File: src/rtl/tone_seq_pkg.sv
`default_nettype none
// ----------------------------------------------------------------------------
// tone_seq_pkg : shared types for the tone sequencer (states, table entry)
// Rev 1.0
// ----------------------------------------------------------------------------
package tone_seq_pkg;

  localparam int SCALE_W   = 6;
  localparam int DUR_W_DEF = 8;

  typedef enum logic [1:0] {
    IDLE   = 2'd0,
    LOAD   = 2'd1,
    PLAY   = 2'd2,
    FINISH = 2'd3
  } state_e;

  typedef struct packed {
    logic [SCALE_W-1:0]   scale;
    logic [DUR_W_DEF-1:0] dur;
  } entry_t;

  function automatic logic is_rest(input logic [SCALE_W-1:0] scale);
    return (scale == '0);
  endfunction

endpackage
`default_nettype wire

File: src/rtl/tone_seq_if.sv
`default_nettype none
// ----------------------------------------------------------------------------
// tone_seq_if : host control/config bus and generator outputs of tone_sequencer
// Rev 1.0 ; loop_mode exists only when TONE_SEQ_LOOP_EN is defined
// ----------------------------------------------------------------------------
interface tone_seq_if
  import tone_seq_pkg::*;
#(
  parameter int NUM_STEPS = 8,
  parameter int DUR_W     = DUR_W_DEF
);
  localparam int IDX_W = $clog2(NUM_STEPS);

  logic               start;
  logic               stop;
`ifdef TONE_SEQ_LOOP_EN
  logic               loop_mode;
`endif
  logic               cfg_we;
  logic [IDX_W-1:0]   cfg_addr;
  logic [SCALE_W-1:0] cfg_scale;
  logic [DUR_W-1:0]   cfg_dur;
  logic [SCALE_W-1:0] scale_out;
  logic               tone_en;
  logic               busy;
  logic               done;
  logic [IDX_W-1:0]   step_idx;

  modport master (
    output start, stop,
`ifdef TONE_SEQ_LOOP_EN
    output loop_mode,
`endif
    output cfg_we, cfg_addr, cfg_scale, cfg_dur,
    input  scale_out, tone_en, busy, done, step_idx
  );

  modport slave (
    input  start, stop,
`ifdef TONE_SEQ_LOOP_EN
    input  loop_mode,
`endif
    input  cfg_we, cfg_addr, cfg_scale, cfg_dur,
    output scale_out, tone_en, busy, done, step_idx
  );

endinterface
`default_nettype wire

File: src/rtl/tone_seq_timer.sv
`default_nettype none
// ----------------------------------------------------------------------------
// tone_seq_timer : TICK_DIV prescaler plus remaining-tick down-counter
// Rev 1.0
// ----------------------------------------------------------------------------
module tone_seq_timer #(
  parameter int TICK_DIV = 4096,
  parameter int DUR_W    = 8
) (
  input  logic             sysclk,
  input  logic             reset_n,
  input  logic             load,
  input  logic             run,
  input  logic [DUR_W-1:0] dur,
  output logic             expire
);
  localparam int TICK_W = $clog2(TICK_DIV);
  localparam logic [TICK_W-1:0] c_tick_last = TICK_W'(TICK_DIV - 1);

  logic [TICK_W-1:0] r_tick;
  logic [DUR_W-1:0]  r_remaining;
  logic              w_wrap;

  assign w_wrap = run && (r_tick == c_tick_last);

  always_ff @(posedge sysclk or negedge reset_n) begin
    if (!reset_n) begin
      r_tick      <= '0;
      r_remaining <= '0;
    end else if (load) begin
      r_tick      <= '0;
      r_remaining <= dur;
    end else if (run) begin
      if (w_wrap) begin
        r_tick      <= '0;
        r_remaining <= r_remaining - DUR_W'(1);
      end else begin
        r_tick <= r_tick + TICK_W'(1);
      end
    end
  end

  // Fires on the last cycle of the final tick, so a step lasts dur*TICK_DIV cycles.
  assign expire = w_wrap && (r_remaining == DUR_W'(1));

endmodule
`default_nettype wire

File: src/rtl/tone_sequencer.sv
`default_nettype none
// ----------------------------------------------------------------------------
// tone_sequencer : plays a host-written (scale, duration) table on the tone generator
// Rev 1.0 ; TONE_SEQ_LOOP_EN adds loop_mode; DUR_W must equal tone_seq_pkg::DUR_W_DEF
// ----------------------------------------------------------------------------
module tone_sequencer
  import tone_seq_pkg::*;
#(
  parameter int NUM_STEPS = 8,
  parameter int TICK_DIV  = 4096,
  parameter int DUR_W     = DUR_W_DEF
) (
  input logic       sysclk,
  input logic       reset_n,
  tone_seq_if.slave bus
);
  localparam int IDX_W = $clog2(NUM_STEPS);
  localparam logic [IDX_W-1:0] c_idx_last = IDX_W'(NUM_STEPS - 1);

  entry_t             r_tbl [NUM_STEPS];
  entry_t             w_entry;
  state_e             r_state;
  state_e             w_state_nxt;
  logic [IDX_W-1:0]   r_idx;
  logic [IDX_W-1:0]   w_idx_nxt;
  logic [SCALE_W-1:0] r_cur_scale;
  logic [SCALE_W-1:0] r_scale_out;
  logic [SCALE_W-1:0] w_scale_nxt;
  logic               r_tone_en;
  logic               w_tone_nxt;
  logic               r_busy;
  logic               w_busy_nxt;
  logic               r_done;
  logic               w_done_nxt;
  logic               w_loop;
  logic               w_load;
  logic               w_run;
  logic               w_expire;
  logic               w_is_last;
  logic               w_end_mark;

`ifdef TONE_SEQ_LOOP_EN
  assign w_loop = bus.loop_mode;
`else
  assign w_loop = 1'b0;
`endif

  always_ff @(posedge sysclk or negedge reset_n) begin
    if (!reset_n) begin
      for (int i = 0; i < NUM_STEPS; i++) begin
        r_tbl[i] <= '0;
      end
    end else if (bus.cfg_we) begin
      r_tbl[bus.cfg_addr] <= '{scale: bus.cfg_scale, dur: bus.cfg_dur};
    end
  end

  assign w_entry    = r_tbl[r_idx];
  assign w_is_last  = (r_idx == c_idx_last);
  assign w_end_mark = (w_entry.dur == '0);
  assign w_load     = (r_state == LOAD);
  assign w_run      = (r_state == PLAY);

  tone_seq_timer #(
    .TICK_DIV (TICK_DIV),
    .DUR_W    (DUR_W)
  ) u_timer (
    .sysclk  (sysclk),
    .reset_n (reset_n),
    .load    (w_load),
    .run     (w_run),
    .dur     (w_entry.dur),
    .expire  (w_expire)
  );

  // Snapshot of the playing entry, so table writes only take effect at the next LOAD.
  always_ff @(posedge sysclk or negedge reset_n) begin
    if (!reset_n) begin
      r_cur_scale <= '0;
    end else if (w_load) begin
      r_cur_scale <= w_entry.scale;
    end
  end

  always_ff @(posedge sysclk or negedge reset_n) begin
    if (!reset_n) begin
      r_state <= IDLE;
      r_idx   <= '0;
    end else begin
      r_state <= w_state_nxt;
      r_idx   <= w_idx_nxt;
    end
  end

  always_comb begin
    w_state_nxt = r_state;
    w_idx_nxt   = r_idx;
    case (r_state)
      IDLE: begin
        if (bus.start && !bus.stop) begin
          w_state_nxt = LOAD;
          w_idx_nxt   = '0;
        end
      end
      LOAD: begin
        if (bus.stop) begin
          w_state_nxt = FINISH;
        end else if (w_end_mark) begin
          // A marker at step 0 always finishes, so an empty table cannot loop.
          if (w_loop && (r_idx != '0)) begin
            w_state_nxt = LOAD;
            w_idx_nxt   = '0;
          end else begin
            w_state_nxt = FINISH;
          end
        end else begin
          w_state_nxt = PLAY;
        end
      end
      PLAY: begin
        if (bus.stop) begin
          w_state_nxt = FINISH;
        end else if (w_expire) begin
          if (!w_is_last) begin
            w_state_nxt = LOAD;
            w_idx_nxt   = r_idx + IDX_W'(1);
          end else if (w_loop) begin
            w_state_nxt = LOAD;
            w_idx_nxt   = '0;
          end else begin
            w_state_nxt = FINISH;
          end
        end
      end
      FINISH: begin
        w_state_nxt = IDLE;
      end
      default: begin
        w_state_nxt = IDLE;
      end
    endcase
  end

  always_comb begin
    w_scale_nxt = r_scale_out;
    w_tone_nxt  = r_tone_en;
    w_busy_nxt  = 1'b0;
    w_done_nxt  = 1'b0;
    case (r_state)
      IDLE: begin
        w_scale_nxt = '0;
        w_tone_nxt  = 1'b0;
      end
      LOAD: begin
        w_busy_nxt = 1'b1;
      end
      PLAY: begin
        w_scale_nxt = r_cur_scale;
        w_tone_nxt  = !is_rest(r_cur_scale);
        w_busy_nxt  = 1'b1;
      end
      FINISH: begin
        w_scale_nxt = '0;
        w_tone_nxt  = 1'b0;
        w_done_nxt  = 1'b1;
      end
      default: begin
        w_scale_nxt = '0;
        w_tone_nxt  = 1'b0;
      end
    endcase
  end

  always_ff @(posedge sysclk or negedge reset_n) begin
    if (!reset_n) begin
      r_scale_out <= '0;
      r_tone_en   <= 1'b0;
      r_busy      <= 1'b0;
      r_done      <= 1'b0;
    end else begin
      r_scale_out <= w_scale_nxt;
      r_tone_en   <= w_tone_nxt;
      r_busy      <= w_busy_nxt;
      r_done      <= w_done_nxt;
    end
  end

  assign bus.scale_out = r_scale_out;
  assign bus.tone_en   = r_tone_en;
  assign bus.busy      = r_busy;
  assign bus.done      = r_done;
  assign bus.step_idx  = r_idx;

endmodule
`default_nettype wire

File: src/flat_wrapper.sv
// flat-port wrapper written by rule: the top's interface ports become plain ports
module tone_sequencer_flat import tone_seq_pkg::*;
#(
  parameter int NUM_STEPS = 8,
  parameter int TICK_DIV  = 4096,
  parameter int DUR_W     = DUR_W_DEF
)
  (sysclk, reset_n, bus_start, bus_stop, bus_cfg_we, bus_cfg_addr, bus_cfg_scale, bus_cfg_dur, bus_scale_out, bus_tone_en, bus_busy, bus_done, bus_step_idx);
  tone_seq_if #(.NUM_STEPS(NUM_STEPS), .DUR_W(DUR_W)) bus_i ();
  input logic sysclk;
  input logic reset_n;
  input wire logic [$bits(bus_i.start)-1:0] bus_start;
  input wire logic [$bits(bus_i.stop)-1:0] bus_stop;
  input wire logic [$bits(bus_i.cfg_we)-1:0] bus_cfg_we;
  input wire logic [$bits(bus_i.cfg_addr)-1:0] bus_cfg_addr;
  input wire logic [$bits(bus_i.cfg_scale)-1:0] bus_cfg_scale;
  input wire logic [$bits(bus_i.cfg_dur)-1:0] bus_cfg_dur;
  output wire logic [$bits(bus_i.scale_out)-1:0] bus_scale_out;
  output wire logic [$bits(bus_i.tone_en)-1:0] bus_tone_en;
  output wire logic [$bits(bus_i.busy)-1:0] bus_busy;
  output wire logic [$bits(bus_i.done)-1:0] bus_done;
  output wire logic [$bits(bus_i.step_idx)-1:0] bus_step_idx;
  assign bus_i.start = bus_start;
  assign bus_i.stop = bus_stop;
  assign bus_i.cfg_we = bus_cfg_we;
  assign bus_i.cfg_addr = bus_cfg_addr;
  assign bus_i.cfg_scale = bus_cfg_scale;
  assign bus_i.cfg_dur = bus_cfg_dur;
  assign bus_scale_out = bus_i.scale_out;
  assign bus_tone_en = bus_i.tone_en;
  assign bus_busy = bus_i.busy;
  assign bus_done = bus_i.done;
  assign bus_step_idx = bus_i.step_idx;
  tone_sequencer #(.NUM_STEPS(NUM_STEPS), .TICK_DIV(TICK_DIV), .DUR_W(DUR_W)) u_core (.sysclk(sysclk), .reset_n(reset_n), .bus(bus_i));
endmodule
File: config.mk
export PLATFORM = sky130hd
export DESIGN_NAME = tone_sequencer_flat
export DESIGN_NICKNAME = d
export VERILOG_FILES = /design/src/rtl/tone_seq_pkg.sv /design/src/rtl/tone_seq_if.sv /design/src/rtl/tone_seq_timer.sv /design/src/rtl/tone_sequencer.sv /design/src/flat_wrapper.sv
export SDC_FILE = /design/constraint.sdc
export NUM_CORES = 1
export LEC_CHECK = 0
export CAP_MARGIN = 5
export CORE_MARGIN = 4
export CORE_UTILIZATION = 55
export CTS_CLUSTER_SIZE = 8
export DETAILED_ROUTE_END_ITERATION = 16
export GPL_TIMING_DRIVEN = 0
export HOLD_SLACK_MARGIN = 0.12
export MAX_ROUTING_LAYER = met4
export PLACE_DENSITY_LB_ADDON = 0.05
export SLEW_MARGIN = 20
export SYNTH_ARGS = -nofsm -noshare
export SYNTH_HDL_FRONTEND = slang
export SYNTH_SLANG_ARGS = --single-unit
File: constraint.sdc
create_clock -name sysclk -period 5.9 [get_ports sysclk]
set_input_delay 0.885 -clock sysclk [delete_from_list [all_inputs] [get_ports sysclk]]
set_output_delay 0.885 -clock sysclk [all_outputs]
set_load 0.05 [all_outputs]
==> impl_metrics.xml <==
<?xml version="1.0" encoding="UTF-8"?>
<metrics>
  <group name="timing">
    <metric name="slew_at_the_pin_with_the_worst_max_slew_slack" unit="ns">0.923</metric>
    <metric name="max_slew_violations" unit="">0</metric>
    <metric name="slew_headroom" unit="%">38.0</metric>
    <metric name="timing.final.ws_setup" unit="ns">2.85</metric>
    <metric name="setup_viol" unit="">0</metric>
    <metric name="rsz0062_at_grt" unit="">no</metric>
    <metric name="max_clock_freq" unit="MHz">328</metric>
    <metric name="final_min_period_over_clock_period" unit="%">51.6</metric>
    <metric name="period_needed" unit="ns">3.05</metric>
    <metric name="finClkSkew" unit="ns">0.00802</metric>
    <metric name="hold_viol_final" unit="">0</metric>
  </group>
  <group name="drt">
    <metric name="post_drt_via_cell_ratio" unit="">5.78</metric>
    <metric name="antenna_violating_nets_left" unit="">0</metric>
    <metric name="detail_route.wl_per_cell" unit="um">19.5</metric>
    <metric name="drtIter0Drc" unit="">266</metric>
    <metric name="detail_route.drc_violations" unit="">0</metric>
    <metric name="routed-via-count" unit="">4447</metric>
    <metric name="dr.pass1.iters" unit="">4</metric>
    <metric name="routed_wl" unit="mm">15.0</metric>
  </group>
  <group name="worst_setup_path">
    <metric name="max_stage_delay" unit="ns">0.70</metric>
    <metric name="crit_fanout" unit="">10</metric>
    <metric name="crit_type" unit="">in2reg</metric>
    <metric name="setup.worst_path.end_class" unit="">flop</metric>
    <metric name="arrival" unit="ns">3.35</metric>
    <metric name="cp-start-kind" unit="">input port</metric>
    <metric name="cp_data_required_time" unit="ns">6.20</metric>
    <metric name="critical_path.cell_chain" unit="">clkdlybuf4s50_1 &gt; nand2b_1 &gt; nor3_1 &gt; clkbuf_1 &gt; mux2_2</metric>
    <metric name="worst_path_max_delay_cell" unit="">sky130_fd_sc_hd__clkbuf_1</metric>
  </group>
  <group name="power_and_ir_drop">
    <metric name="leakagePower" unit="nW">3.51</metric>
    <metric name="vdd_ir_drop_max" unit="mV">0.249</metric>
    <metric name="p_per_area" unit="nW/um^2">460</metric>
    <metric name="totalPowerFinal" unit="mW">3.83</metric>
  </group>
  <group name="die">
    <metric name="floorplan.initialDensity" unit="%">56.3</metric>
    <metric name="design.die.area" unit="sq um">14900</metric>
    <metric name="core_area" unit="sq um">12700</metric>
    <metric name="die_width" unit="um">122</metric>
    <metric name="placementRows" unit="">41</metric>
    <metric name="top_level_ports" unit="">34</metric>
    <metric name="die_h" unit="um">122</metric>
  </group>
  <group name="synthesis">
    <metric name="synthTopCellsByArea" unit="">sky130_fd_sc_hd__dfrtp_1, sky130_fd_sc_hd__mux2_2, sky130_fd_sc_hd__mux4_2, sky130_fd_sc_hd__mux4_1, sky130_fd_sc_hd__nand2_1</metric>
    <metric name="synth_common_cells" unit="">sky130_fd_sc_hd__dfrtp_1, sky130_fd_sc_hd__mux2_2, sky130_fd_sc_hd__nand2_1, sky130_fd_sc_hd__nor2_1, sky130_fd_sc_hd__mux4_2</metric>
    <metric name="proportion_of_synthesized_chip_area_in_sequential_cells" unit="%">53.3</metric>
    <metric name="yosysTopAreaCell" unit="">sky130_fd_sc_hd__dfrtp_1</metric>
    <metric name="synth.most_common_cell" unit="">sky130_fd_sc_hd__dfrtp_1</metric>
    <metric name="ys_dominant_reg_cell" unit="">sky130_fd_sc_hd__dfrtp_1</metric>
    <metric name="ys_warn_count" unit="">0</metric>
    <metric name="synth_area" unit="sq um">7140</metric>
    <metric name="postSynthRegisterBits" unit="">152</metric>
    <metric name="async_reset_ff_share" unit="%">100</metric>
    <metric name="synth_enable_flop_cells" unit="">0</metric>
    <metric name="mappedNetlistNets" unit="">565</metric>
    <metric name="yosys.area.top_type_share" unit="%">53.3</metric>
    <metric name="syn_area_per_cell" unit="sq um">13.4</metric>
    <metric name="gate_count_of_the_mapped_netlist" unit="">532</metric>
    <metric name="synth.lib_cells_used.distinct" unit="">52</metric>
  </group>
  <group name="global_route">
    <metric name="grt_remaining_overflow" unit="">0</metric>
    <metric name="grt_use_total" unit="%">22.9</metric>
    <metric name="grt_max_degree" unit="">93</metric>
    <metric name="antenna_found_initial" unit="">0</metric>
    <metric name="grt_pass1_vias" unit="">4703</metric>
    <metric name="global_route_wire_length_before_repair" unit="mm">25.0</metric>
  </group>
  <group name="clock_tree">
    <metric name="cts-buffers-inserted" unit="">17</metric>
    <metric name="cts_resized" unit="">0</metric>
    <metric name="cts_root_buffer" unit="">sky130_fd_sc_hd__clkbuf_16</metric>
    <metric name="post_cts.repair.setup_buffers" unit="">0</metric>
    <metric name="cts_buffer_depth" unit="">2</metric>
    <metric name="h-tree-depth" unit="">4</metric>
    <metric name="cts_sinks" unit="">152</metric>
    <metric name="worst_setup_hold_path_clk_slew" unit="ns">0.06</metric>
    <metric name="cts_hold_fix_bufs" unit="">0</metric>
    <metric name="tritoncts" unit="">done</metric>
    <metric name="worst_skew_pair.late_latency" unit="ns">0.42</metric>
  </group>
  <group name="final_layout">
    <metric name="post-route-util" unit="%">65.7</metric>
    <metric name="final_layout_size_suffix_gt1_share" unit="%">30.6</metric>
    <metric name="antenna_cells" unit="">0</metric>
    <metric name="final.fill_count" unit="">975</metric>
    <metric name="syn_to_final_growth" unit="%">16.7</metric>
    <metric name="count_of_nets_after_finishing" unit="">618</metric>
  </group>
  <group name="outcome">
    <metric name="run_status" unit="">complete, no violations</metric>
  </group>
  <group name="job">
    <metric name="max_cap_viol_count" unit="">0</metric>
  </group>
  <group name="placed_design">
    <metric name="post-dp-hpwl" unit="mm">10.1</metric>
    <metric name="finalWeightedCongestion" unit="">0.829</metric>
    <metric name="detailedPlace.worstSlack" unit="ns">2.40</metric>
    <metric name="portBuffers" unit="">33</metric>
  </group>
  <group name="min_path">
    <metric name="hold_crit_class" unit="">reg2reg</metric>
  </group>
</metrics>
==> layer usage <==
metal	track usage, %	wire length (um)
met1	30.1	6930
met2	35.9	7380
met3	4.36	413
met4	8.12	303
met5	-	0
==> stage by stage <==
stage / std cells / TNS [ns] / instance area (sq um) / hold WS, ns
4_1_cts: 770 / 0 / 8330 / 0.487
5_1_grt: 770 / 0 / 8330 / 0.506
6_report: 770 / 0 / 8330 / 0.482
3_3_place_gp: 737 / -295.30 / 7680 / 0.465
3_5_place_dp: 738 / 0 / 7710 / 0.472
2_1_floorplan: 532 / 0 / 7140 / 0.449
==> worst paths after layout <==
| kind | start | endpoint | slack [ns] | depth (start not counted) |
|---|---|---|---|---|
| max | bus_cfg_addr[2] | u_core.r_tbl[102]$_DFFE_PN0P_ | 2.85 | 5 |
| min | u_core.bus.tone_en$_DFFE_PN0P_ | u_core.bus.tone_en$_DFFE_PN0P_ | 0.48 | 2 |
| max reg2reg | u_core.bus.step_idx[1]$_DFFE_PN0P_ | u_core.r_state[0]$_DFFE_PN0P_ | 3.35 | 6 |
| min reg2reg | u_core.bus.tone_en$_DFFE_PN0P_ | u_core.bus.tone_en$_DFFE_PN0P_ | 0.48 | 2 |
| max in group asynchronous | reset_n | u_core.r_tbl[58]$_DFFE_PN0P_ | 4.68 | 2 |
| min in group asynchronous | reset_n | u_core.r_tbl[41]$_DFFE_PN0P_ | 0.50 | 1 |
==> area by class of cell <==
class	instances	area (sq um)	share of cell area, %
buffer	27	136	1.64
clock buffer	20	467	5.60
clock inverter	12	149	1.79
inverter	12	45.0	0.541
multi-input combinational	341	3150	37.8
sequential	152	3800	45.7
tap	172	215	2.58
timing repair buffer	34	363	4.36
==> state kept, by name (all words and copies together), names as in the netlist <==
name	count
u_core.bus.step_idx	3
u_core.bus.tone_en	1
u_core.bus.scale_out	6
u_core.r_cur_scale	6
u_core.bus.done	1
u_core.bus.busy	1
u_core.u_timer.r_remaining	8
u_core.r_tbl	112
u_core.u_timer.r_tick	12
u_core.r_state	2
==> worst max-delay path: cells and delay by family <==
kind                   cells  cell delay [ns]
buffers and inverters      2             1.20
AND/OR/NAND/NOR            2             0.84
multiplexers               1             0.41
==> power breakdown <==
group	internal, mW	switching [mW]
clock network	0.696	0.424
logic	0.559	0.664
registers	1.32	0.167
==> layout by cell type (no fill, tap or decap), types with 4 or more instances in the layout <==
cell type and instances:
sky130_fd_sc_hd__nor3_1 4, sky130_fd_sc_hd__mux4_2 19, sky130_fd_sc_hd__nand2b_1 5, sky130_fd_sc_hd__o22ai_1 4, sky130_fd_sc_hd__mux2i_1 10, sky130_fd_sc_hd__a31oi_1 7
sky130_fd_sc_hd__clkbuf_16 17, sky130_fd_sc_hd__xnor2_1 4, sky130_fd_sc_hd__a21oi_1 9, sky130_fd_sc_hd__mux2_2 116, sky130_fd_sc_hd__nand2_1 47, sky130_fd_sc_hd__nor2_1 24
sky130_fd_sc_hd__clkdlybuf4s50_1 32, sky130_fd_sc_hd__nand3_1 10, sky130_fd_sc_hd__clkbuf_1 15, sky130_fd_sc_hd__nor3b_1 4, sky130_fd_sc_hd__clkinvlp_4 4, sky130_fd_sc_hd__clkinv_2 4
sky130_fd_sc_hd__mux2_1 4, sky130_fd_sc_hd__inv_1 10, sky130_fd_sc_hd__mux4_1 7, sky130_fd_sc_hd__dfrtp_1 152, sky130_fd_sc_hd__o21ai_0 16, sky130_fd_sc_hd__buf_2 6
sky130_fd_sc_hd__ha_1 11
==> kinds of logic (layout without fill, tap and decap cells) <==
kind of cell	after synthesis	count (layout)	share of synthesized area, %
AO/OA/AOI/OAI	55	55	4.93
adder cells (fa/ha/maj)	11	11	1.93
multiplexers	156	156	28.9
AND/OR/NAND/NOR	112	112	7.52
XOR/XNOR	7	7	0.859
flip-flops	152	152	53.3
buffers and inverters	39	105	2.54
Note: power is estimated with default switching activity, not from simulation.
